$ cat src/rtl/reg_file_sb_pkg.sv
// reg_file_sb_pkg: shared pipeline definitions.
//   - Register-file geometry: XLEN, NREGS, REG_IDX_W.
//   - Common typedefs: reg_idx_t, xlen_t, busy_vec_t.
//   - Base opcode constants used by decode.
//   - A small helper that turns a register index into a one-hot mask.
package reg_file_sb_pkg;

  localparam int XLEN      = 32;
  localparam int NREGS     = 32;
  localparam int REG_IDX_W = $clog2(NREGS);

  typedef logic [REG_IDX_W-1:0] reg_idx_t;
  typedef logic [XLEN-1:0]      xlen_t;
  typedef logic [NREGS-1:0]     busy_vec_t;

  localparam reg_idx_t  REG_X0    = {REG_IDX_W{1'b0}};
  localparam xlen_t     XLEN_ZERO = {XLEN{1'b0}};
  localparam busy_vec_t BUSY_NONE = {NREGS{1'b0}};

  // Base integer opcodes (bits [6:0] of the instruction word)
  localparam logic [6:0] OPC_LUI    = 7'b0110111;
  localparam logic [6:0] OPC_AUIPC  = 7'b0010111;
  localparam logic [6:0] OPC_JAL    = 7'b1101111;
  localparam logic [6:0] OPC_JALR   = 7'b1100111;
  localparam logic [6:0] OPC_BRANCH = 7'b1100011;
  localparam logic [6:0] OPC_LOAD   = 7'b0000011;
  localparam logic [6:0] OPC_STORE  = 7'b0100011;
  localparam logic [6:0] OPC_OP_IMM = 7'b0010011;
  localparam logic [6:0] OPC_OP     = 7'b0110011;

  // One-hot mask with only bit 'idx' set
  function automatic busy_vec_t idx_mask(input reg_idx_t idx);
    busy_vec_t m;
    m      = BUSY_NONE;
    m[idx] = 1'b1;
    return m;
  endfunction

endpackage

$ cat src/rtl/reg_scoreboard.sv
// reg_scoreboard: pending-destination tracker for the integer register file.
//   clk, reset          - clock, asynchronous active-high reset
//   write_enable/_reg   - write-back landing; clears the destination's busy bit
//   issue_valid/_rd     - decode reserving a destination; sets its busy bit
//   flush               - drops every reservation (and any same-cycle one)
//   busy                - busy vector, bit 0 is never set
//   busy_count          - number of set busy bits, kept as a registered counter
// When a register is set and cleared in the same cycle the set wins: the
// newer instruction owns the register.
module reg_scoreboard
  import reg_file_sb_pkg::*;
(
  input  logic                 clk,
  input  logic                 reset,
  input  logic                 write_enable,
  input  logic [REG_IDX_W-1:0] write_reg,
  input  logic                 issue_valid,
  input  logic [REG_IDX_W-1:0] issue_rd,
  input  logic                 flush,
  output logic [NREGS-1:0]     busy,
  output logic [REG_IDX_W:0]   busy_count
);

  localparam logic [REG_IDX_W:0] CNT_ZERO = {(REG_IDX_W+1){1'b0}};

  busy_vec_t              busy_r;
  busy_vec_t              busy_next_s;
  busy_vec_t              set_mask_s;
  busy_vec_t              clr_mask_s;
  logic                   set_s;
  logic                   clr_s;
  logic                   cnt_inc_s;
  logic                   cnt_dec_s;
  logic [REG_IDX_W:0]     count_r;
  logic [REG_IDX_W:0]     count_next_s;

  // Set/clear decode, set-wins merge and counter delta
  always_comb begin
    set_s        = issue_valid && (issue_rd != REG_X0) && !flush;
    clr_s        = write_enable && (write_reg != REG_X0);
    set_mask_s   = BUSY_NONE;
    clr_mask_s   = BUSY_NONE;
    busy_next_s  = busy_r;
    cnt_inc_s    = 1'b0;
    cnt_dec_s    = 1'b0;
    count_next_s = count_r;

    if (set_s) begin
      set_mask_s = idx_mask(issue_rd);
      // Re-reserving an already busy register does not change the count
      cnt_inc_s  = !busy_r[issue_rd];
    end else begin
      set_mask_s = BUSY_NONE;
      cnt_inc_s  = 1'b0;
    end

    if (clr_s) begin
      clr_mask_s = idx_mask(write_reg);
      // A clear that loses to a same-register set removes nothing
      cnt_dec_s  = busy_r[write_reg] && !(set_s && (issue_rd == write_reg));
    end else begin
      clr_mask_s = BUSY_NONE;
      cnt_dec_s  = 1'b0;
    end

    if (flush) begin
      busy_next_s  = BUSY_NONE;
      count_next_s = CNT_ZERO;
    end else begin
      // Clear first, then set, so a same-register set survives
      busy_next_s  = (busy_r & ~clr_mask_s) | set_mask_s;
      count_next_s = count_r + {{REG_IDX_W{1'b0}}, cnt_inc_s}
                             - {{REG_IDX_W{1'b0}}, cnt_dec_s};
    end
  end

  // Busy vector and counter state
  always_ff @(posedge clk or posedge reset) begin
    if (reset) begin
      busy_r  <= BUSY_NONE;
      count_r <= CNT_ZERO;
    end else begin
      busy_r  <= busy_next_s;
      count_r <= count_next_s;
    end
  end

  assign busy       = busy_r;
  assign busy_count = count_r;

endmodule

$ cat src/rtl/reg_file_sb.sv
// reg_file_sb: 32 x 32-bit architectural integer register file with a
// RAW-hazard scoreboard.
//   clk, reset            - clock, asynchronous active-high reset
//   write_enable/_reg/_data - write-back port (x0 writes ignored)
//   issue_valid, issue_rd - destination reservation from decode
//   flush                 - drops all pending reservations
//   rs1_addr/rs2_addr     - read port indices
//   rs1_data/rs2_data     - combinational read data, x0 reads 0
//   hazard                - a source operand still has a pending write
//   busy_count            - number of reserved registers
// Optional feature (macro REGFILE_BYPASS_EN): a read of the register being
// written this cycle returns write_data immediately and is not reported as
// a hazard. Without the macro the value and the hazard release both show up
// the cycle after the write.
module reg_file_sb
  import reg_file_sb_pkg::*;
(
  input  logic                 clk,
  input  logic                 reset,
  input  logic                 write_enable,
  input  logic [REG_IDX_W-1:0] write_reg,
  input  logic [XLEN-1:0]      write_data,
  input  logic                 issue_valid,
  input  logic [REG_IDX_W-1:0] issue_rd,
  input  logic                 flush,
  input  logic [REG_IDX_W-1:0] rs1_addr,
  input  logic [REG_IDX_W-1:0] rs2_addr,
  output logic [XLEN-1:0]      rs1_data,
  output logic [XLEN-1:0]      rs2_data,
  output logic                 hazard,
  output logic [REG_IDX_W:0]   busy_count
);

  xlen_t     regs_r [NREGS];
  busy_vec_t busy_s;
  logic      byp1_s;
  logic      byp2_s;
  xlen_t     rs1_val_s;
  xlen_t     rs2_val_s;
  logic      haz1_s;
  logic      haz2_s;

  reg_scoreboard u_scoreboard (
    .clk          (clk),
    .reset        (reset),
    .write_enable (write_enable),
    .write_reg    (write_reg),
    .issue_valid  (issue_valid),
    .issue_rd     (issue_rd),
    .flush        (flush),
    .busy         (busy_s),
    .busy_count   (busy_count)
  );

  // Register array; x0 is never written
  always_ff @(posedge clk or posedge reset) begin
    if (reset) begin
      for (int i = 0; i < NREGS; i++) begin
        regs_r[i] <= XLEN_ZERO;
      end
    end else if (write_enable && (write_reg != REG_X0)) begin
      regs_r[write_reg] <= write_data;
    end
  end

  // Bypass hit detection; held off during reset so outputs read zero
  always_comb begin
    byp1_s = 1'b0;
    byp2_s = 1'b0;
`ifdef REGFILE_BYPASS_EN
    if (write_enable && !reset && (write_reg != REG_X0)) begin
      byp1_s = (write_reg == rs1_addr);
      byp2_s = (write_reg == rs2_addr);
    end else begin
      byp1_s = 1'b0;
      byp2_s = 1'b0;
    end
`else
    byp1_s = 1'b0;
    byp2_s = 1'b0;
`endif
  end

  // Read muxing and per-port hazard
  always_comb begin
    rs1_val_s = XLEN_ZERO;
    rs2_val_s = XLEN_ZERO;

    if (rs1_addr == REG_X0) begin
      rs1_val_s = XLEN_ZERO;
    end else if (byp1_s) begin
      rs1_val_s = write_data;
    end else begin
      rs1_val_s = regs_r[rs1_addr];
    end

    if (rs2_addr == REG_X0) begin
      rs2_val_s = XLEN_ZERO;
    end else if (byp2_s) begin
      rs2_val_s = write_data;
    end else begin
      rs2_val_s = regs_r[rs2_addr];
    end

    // A bypassed operand is satisfied now, even if the register is being
    // re-reserved this same cycle for a younger instruction.
    haz1_s = busy_s[rs1_addr] && (rs1_addr != REG_X0) && !byp1_s;
    haz2_s = busy_s[rs2_addr] && (rs2_addr != REG_X0) && !byp2_s;
  end

  assign rs1_data = rs1_val_s;
  assign rs2_data = rs2_val_s;
  assign hazard   = haz1_s || haz2_s;

endmodule
$ cat config.mk
export PLATFORM = sky130hd
export DESIGN_NAME = reg_file_sb
export DESIGN_NICKNAME = d
export VERILOG_FILES = /design/src/rtl/reg_file_sb_pkg.sv /design/src/rtl/reg_scoreboard.sv /design/src/rtl/reg_file_sb.sv
export SDC_FILE = /design/constraint.sdc
export NUM_CORES = 2
export LEC_CHECK = 0
export ABC_AREA = 1
export CAP_MARGIN = 25
export CORE_MARGIN = 1.5
export CORE_UTILIZATION = 49
export DETAILED_ROUTE_END_ITERATION = 12
export PLACE_DENSITY = 0.75
export SKIP_LAST_GASP = 1
export SLEW_MARGIN = 15
export SYNTH_ARGS = -nofsm -noshare
export SYNTH_HDL_FRONTEND = slang
export SYNTH_SLANG_ARGS = --single-unit
$ cat constraint.sdc
create_clock -name clk -period 55.9 [get_ports clk]
set_clock_uncertainty 0.15 [all_clocks]
set_input_delay 11.18 -clock clk [delete_from_list [all_inputs] [get_ports clk]]
set_output_delay 11.18 -clock clk [all_outputs]
set_load 0.01 [all_outputs]
After elaboration in Yosys (flattened, before gate mapping)
Index checks and enable logic that the tools add are counted.

Muxes and demuxes: 29. $add $sub $neg: 2. Reductions and logical operators: 20. $lt $le $gt $ge: 10. Bitwise operators: 6. Equality and inequality tests: 1.

Operators with widths (number): bitwise mux 1024 bit (1); binary-select mux 32 bit (select 5 bit) (2); two-way mux 32 bit (10); demux 32 bit (select 5 bit) (1); bitwise AND 32 bit (1); NOT 32 bit (1); bitwise OR 32 bit (1); less-than comparator 5 x 6 -> 1 bit, second input constant (4); binary-select mux 1 bit (select 5 bit) (4); nonzero test 5 bit (4); greater-or-equal comparator 6 bit, second input constant (3); NOT 5 -> 6 bit (3); demux 1 bit (select 5 bit) (2); greater-or-equal comparator 5 x 1 -> 1 bit, second input constant (2); logical AND 1 bit (10); logical NOT 5 bit (2); two-way mux 1 bit (8); adder 6 x 1 -> 6 bit (1); less-than comparator 6 x 1 -> 1 bit, second input constant (1); two-way mux 6 bit (1); subtractor 6 x 1 -> 6 bit (1); equality test 5 bit (1); logical NOT 1 bit (3); logical OR 1 bit (1).

Output and inout port bits: 71. Input port bits: 57. Register bits: 1062. Word-level logic and storage cells: 102.

Logic depth before layout (Yosys ltp)
Depth after elaboration: 9. Gate-level depth with buffers: 22. Depth with buffers taken out: 22.

Hierarchy
From an unflattened synthesis, not the netlist that was laid out.

Cells, all modules: 8537. Area total of the unflattened synthesis: 59175.5 um^2.

Modules (own cells, without submodules): reg_file_sb (area an instance 56450.4 um^2, instances 1, cells an instance 8110, sequential area each 25624.6 um^2); reg_scoreboard (area an instance 2725.1 um^2, instances 1, cells an instance 427, sequential area each 950.9 um^2).

Worst setup path before layout
OpenSTA, ideal clock, no wires.

Path kind: input port to output port. From: in rs1_addr[2]. To: out rs1_data[17]. Required time: 44570 ps. Stages on the path: 10. Buffers on the path: 3. Setup slack: 32123 ps. Arrival time: 12447 ps. Cells stage by stage: buf_2 > clkinv_1 > clkbuf_1 > clkbuf_1 > nand3_1 > nand2_1 > nand2_1 > nand3_1 > nand2_1 > nor2_1.

Word-level cells in the longest chain between the ends: 5. Elaborated cells between the ends (all ways): 6. Those cells by class: 4 x mux; 1 x bitwise; 1 x reduce/logical.

Ends and longest elaborated chain: from (decl) (RTL line reg_file_sb.sv:26) `input logic [REG_IDX_W-1:0] rs1_addr,`; NOT 5 -> 6 bit (not written as such) (RTL line reg_file_sb.sv:94) `rs1_val_s = regs_r[rs1_addr];`; binary-select mux 32 bit (select 5 bit) (RTL line reg_file_sb.sv:94); two-way mux 32 bit (not written as such) (2 in a row) (RTL line reg_file_sb.sv:94); two-way mux 32 bit (*) (RTL line reg_file_sb.sv:89) `if (rs1_addr == REG_X0) begin`; to (decl) (RTL line reg_file_sb.sv:28) `output logic [XLEN-1:0] rs1_data,`.

Mark *: on every way between the ends. The rest lies on a longest branch, timed or not. The select of a mux whose other input is x is not followed.

Final worst setup path
From: in rs2_addr[0]. To: out rs2_data[27].

Word-level cells in the longest chain between the ends: 5. Elaborated cells between the ends (all ways): 6. Those cells by class: 4 x mux; 1 x bitwise; 1 x reduce/logical.

Ends and longest elaborated chain: from (decl) (RTL line reg_file_sb.sv:27) `input logic [REG_IDX_W-1:0] rs2_addr,`; NOT 5 -> 6 bit (not written as such) (RTL line reg_file_sb.sv:102) `rs2_val_s = regs_r[rs2_addr];`; binary-select mux 32 bit (select 5 bit) (RTL line reg_file_sb.sv:102); two-way mux 32 bit (not written as such) (2 in a row) (RTL line reg_file_sb.sv:102); two-way mux 32 bit (*) (RTL line reg_file_sb.sv:97) `if (rs2_addr == REG_X0) begin`; to (decl) (RTL line reg_file_sb.sv:29) `output logic [XLEN-1:0] rs2_data,`.

Marked as above.

==> results.toml <==
[power_and_ir_drop]
p_leak_nw = 30.0
powerDensity_nw_per_um2 = 35.0
combinationalPowerShare_pct = 19.9
clkPwrFrac_pct = 35.0
p_switching_mw = 0.724
seqPwrFrac_pct = 45.2
power.internal_mw = 1.54
swShare_pct = 32.0
peakVddDrop_uv = 29.6

[floorplanning]
die_x_um = 352
fp.coreArea_um2 = 120000
num_rows = 127
fp.dieArea_um2 = 124000
ios = 128
floorplan.initialDensity_pct = 49.6
die_h_um = 352

[logic_synthesis]
synth-compound-area-share_pct = 13.5
ys_types = 34
synthXorXnorAreaFrac_pct = 0.0587
syn_inst = 8731
syn_nets = 8795
ys.flop_type = "dfrtp_1"
synth-simple-area-share_pct = 34.9
ys_ff_latch = 1062
synth_area_um2 = 59700
synth_edf_count = 0
ys_seq_area_share_pct = 44.5
synthTopCellsByArea = "dfrtp_1 45%, nand2_1 21%, nand3_1 11%, o21ai_0 8.7%, nor2_1 3.4%"
syn-mean-instance-area_um2 = 6.84
async_flop_share_pct = 100
synth_top_area_cell = "dfrtp_1"
yosysWarnings = 0
synth_top_family_by_area = "simple AND/OR/NAND/NOR gates"
muxShareOfSynthArea_pct = 0
synthAdderAreaFrac_pct = 0.159
synth_top_area_share_pct = 44.5

[placed_design]
placed_cell_area_um2 = 60400
dpl.hpwl_um = 111000
gp_congestion = 0.901
io_buffers = 127

[critical_path]
crit_path_start_kind = "input port"
r2r_slack_ps = 52910
critPathBufInv = 5
slowest_stage = "buf_4"
worstSetupPathType = "in -> out"
critical_path_required_ps = 44570
crit_fanout = 118
worstPathArrival_ps = 16350
critPathMaxStageDelay_ps = 900
path_cells = "buf_8 -> buf_4 -> buf_4 -> buf_4 -> nand2_1 -> nand2_1 -> nand2_1 -> o21ai_0 -> o21ai_0 -> nor2_1 -> nor2_1 -> nor2_1 -> clkdlybuf4s50_1"
cp-end-kind = "output port"
critPathTopFamily = "buffers and inverters"

[route]
viasPerCell = 6.15
finalWirelength_um = 218000
route.detailed.wl_per_inst_um = 21.9
antenna_left = 0
vias = 61300
drt_iter0_drc = 9910
drt-pass1-iter-count = 9
drc = 0

[sta]
slew-limit-headroom_pct = 18.6
rsz0062_at_grt = "false"
finalSetupViolations = 0
clock.fmax_mhz = 36.1
final_max_slew_viol_count = 0
setup_tns_ps = 0
finalCritPeriodShare_pct = 49.5
worst_pin_slew_ps = 1220
fin_crit_ps = 27680
hold_violations = 0

[global_routing]
grt_pass1_wl_um = 336000
antenna_found_initial = 3
grt_usage_pct = 34.2
grt_max_degree = 169
grt-ovfl-total = 0
grt_pass1_vias = 57300

[worst_hold_path]
min_path_type = "reg -> reg"

[cts]
tritoncts.num_buffers = 112
cts_sinks = 1062
cts_tree = "built"
cts_hold_buf = 0
cts_setup_buffers = 0
clk_pin_slew_ps = 60
post_cts_resized = 0
clk_latency_ps = 730
cts-htree-levels = 3
clockRootBuffer = "clkbuf_16"
cts.path.max_buffers = 3

[cells_and_area]
area.growth.synth_to_final_pct = 8.22
antennaDiodeCount = 0
final_common_cell = "nand2_1"
final_cell_mix = "3241 x nand2_1, 1252 x nand3_1, 1062 x dfrtp_1"
drive_gt1_share_pct = 4.39
fin_area_um2 = 64600
nets = 8330

[status]
outcome = "complete, no violations"

[flow_run]
timing.max_cap.violations = 0
==> synthesized netlist by cell type, types with 2 or more instances <==
master	instances
a21oi_1	284
o22ai_1	16
buf_2	191
nor3_2	5
clkbuf_1	491
nand2_2	3
nor3_1	10
nor2_1	536
nand4_1	3
xor2_1	3
buf_6	6
buf_4	41
nor2_2	2
clkinv_1	5
inv_2	16
inv_1	146
a22oi_1	15
o211ai_1	2
clkbuf_2	2
nand2_1	3261
buf_1	74
or2_2	2
nand3_1	1256
nor2_4	7
o21ai_1	247
nor3_4	2
dfrtp_1	1062
ha_1	6
o21ai_0	1032
==> final cells by class <==
cell class	count	area (um2)
inverter	167	677
sequential	1062	26600
tap	1612	2020
multi-input combinational	6697	29100
timing repair buffer	226	2290
fill	11400	55700
clock buffer	167	3370
clock inverter	39	512
==> final timing paths <==
kind / start / end / cells after the start
max reg2reg: u_scoreboard.busy[3] / u_scoreboard.busy_count[4] / 17
min reg2reg: regs_r[993] / regs_r[993] / 0
min: regs_r[993] / regs_r[993] / 0
min in group asynchronous: reset / u_scoreboard.busy[7] / 2
max: rs2_addr[0] / rs2_data[27] / 13
max in group asynchronous: reset / regs_r[42] / 7
==> metal layers <==
| metal | track usage [%] | part of all wire (%) | up-vias |
|---|---|---|---|
| met5 | 0 | 0.0060 | - |
| met4 | 19.0 | 5.7 | 2 |
| met3 | 7.02 | 13 | 838 |
| met2 | 51.7 | 43 | 4326 |
| met1 | 46.0 | 38 | 28700 |
| li1 | - | - | 27500 |
==> kinds of logic (layout without fill, tap and decap cells) <==
kind of cell	after synthesis	after routing
simple gates	5088	5088
compound gates	1598	1598
flops	1062	1062
buf+inv	972	599
fa+ha+maj	7	7
xor+xnor	4	4
==> power groups by stage <==
stage / combinational [mW] / clock (mW) / sequential [mW]
after floorplan: 0.328 / 0 / 1.01
after CTS: 0.440 / 0.795 / 1.02
final: 0.450 / 0.791 / 1.02
after global placement: 0.423 / 0 / 1.02
after global routing: 0.510 / 0.825 / 1.04
after detailed placement: 0.438 / 0 / 1.03
==> flip-flops by register name, indices dropped and copies added (netlist names) <==
signal,cells
regs_r,1024
u_scoreboard.busy_count,6
u_scoreboard.busy,32
==> through the flow <==
step	setup WS [ps]	util, %	std cells	hold WS (ps)	total power [mW]
final	28220	53.7	9970	254	2.26
after floorplan	14680	-	8731	301	1.33
after global placement	28510	50.2	9752	238	1.45
after detailed placement	28500	50.2	9753	240	1.46
after CTS	28480	53.5	9959	254	2.25
after global routing	28060	53.7	9970	264	2.37
Note: power is estimated with default switching activity, not from simulation.
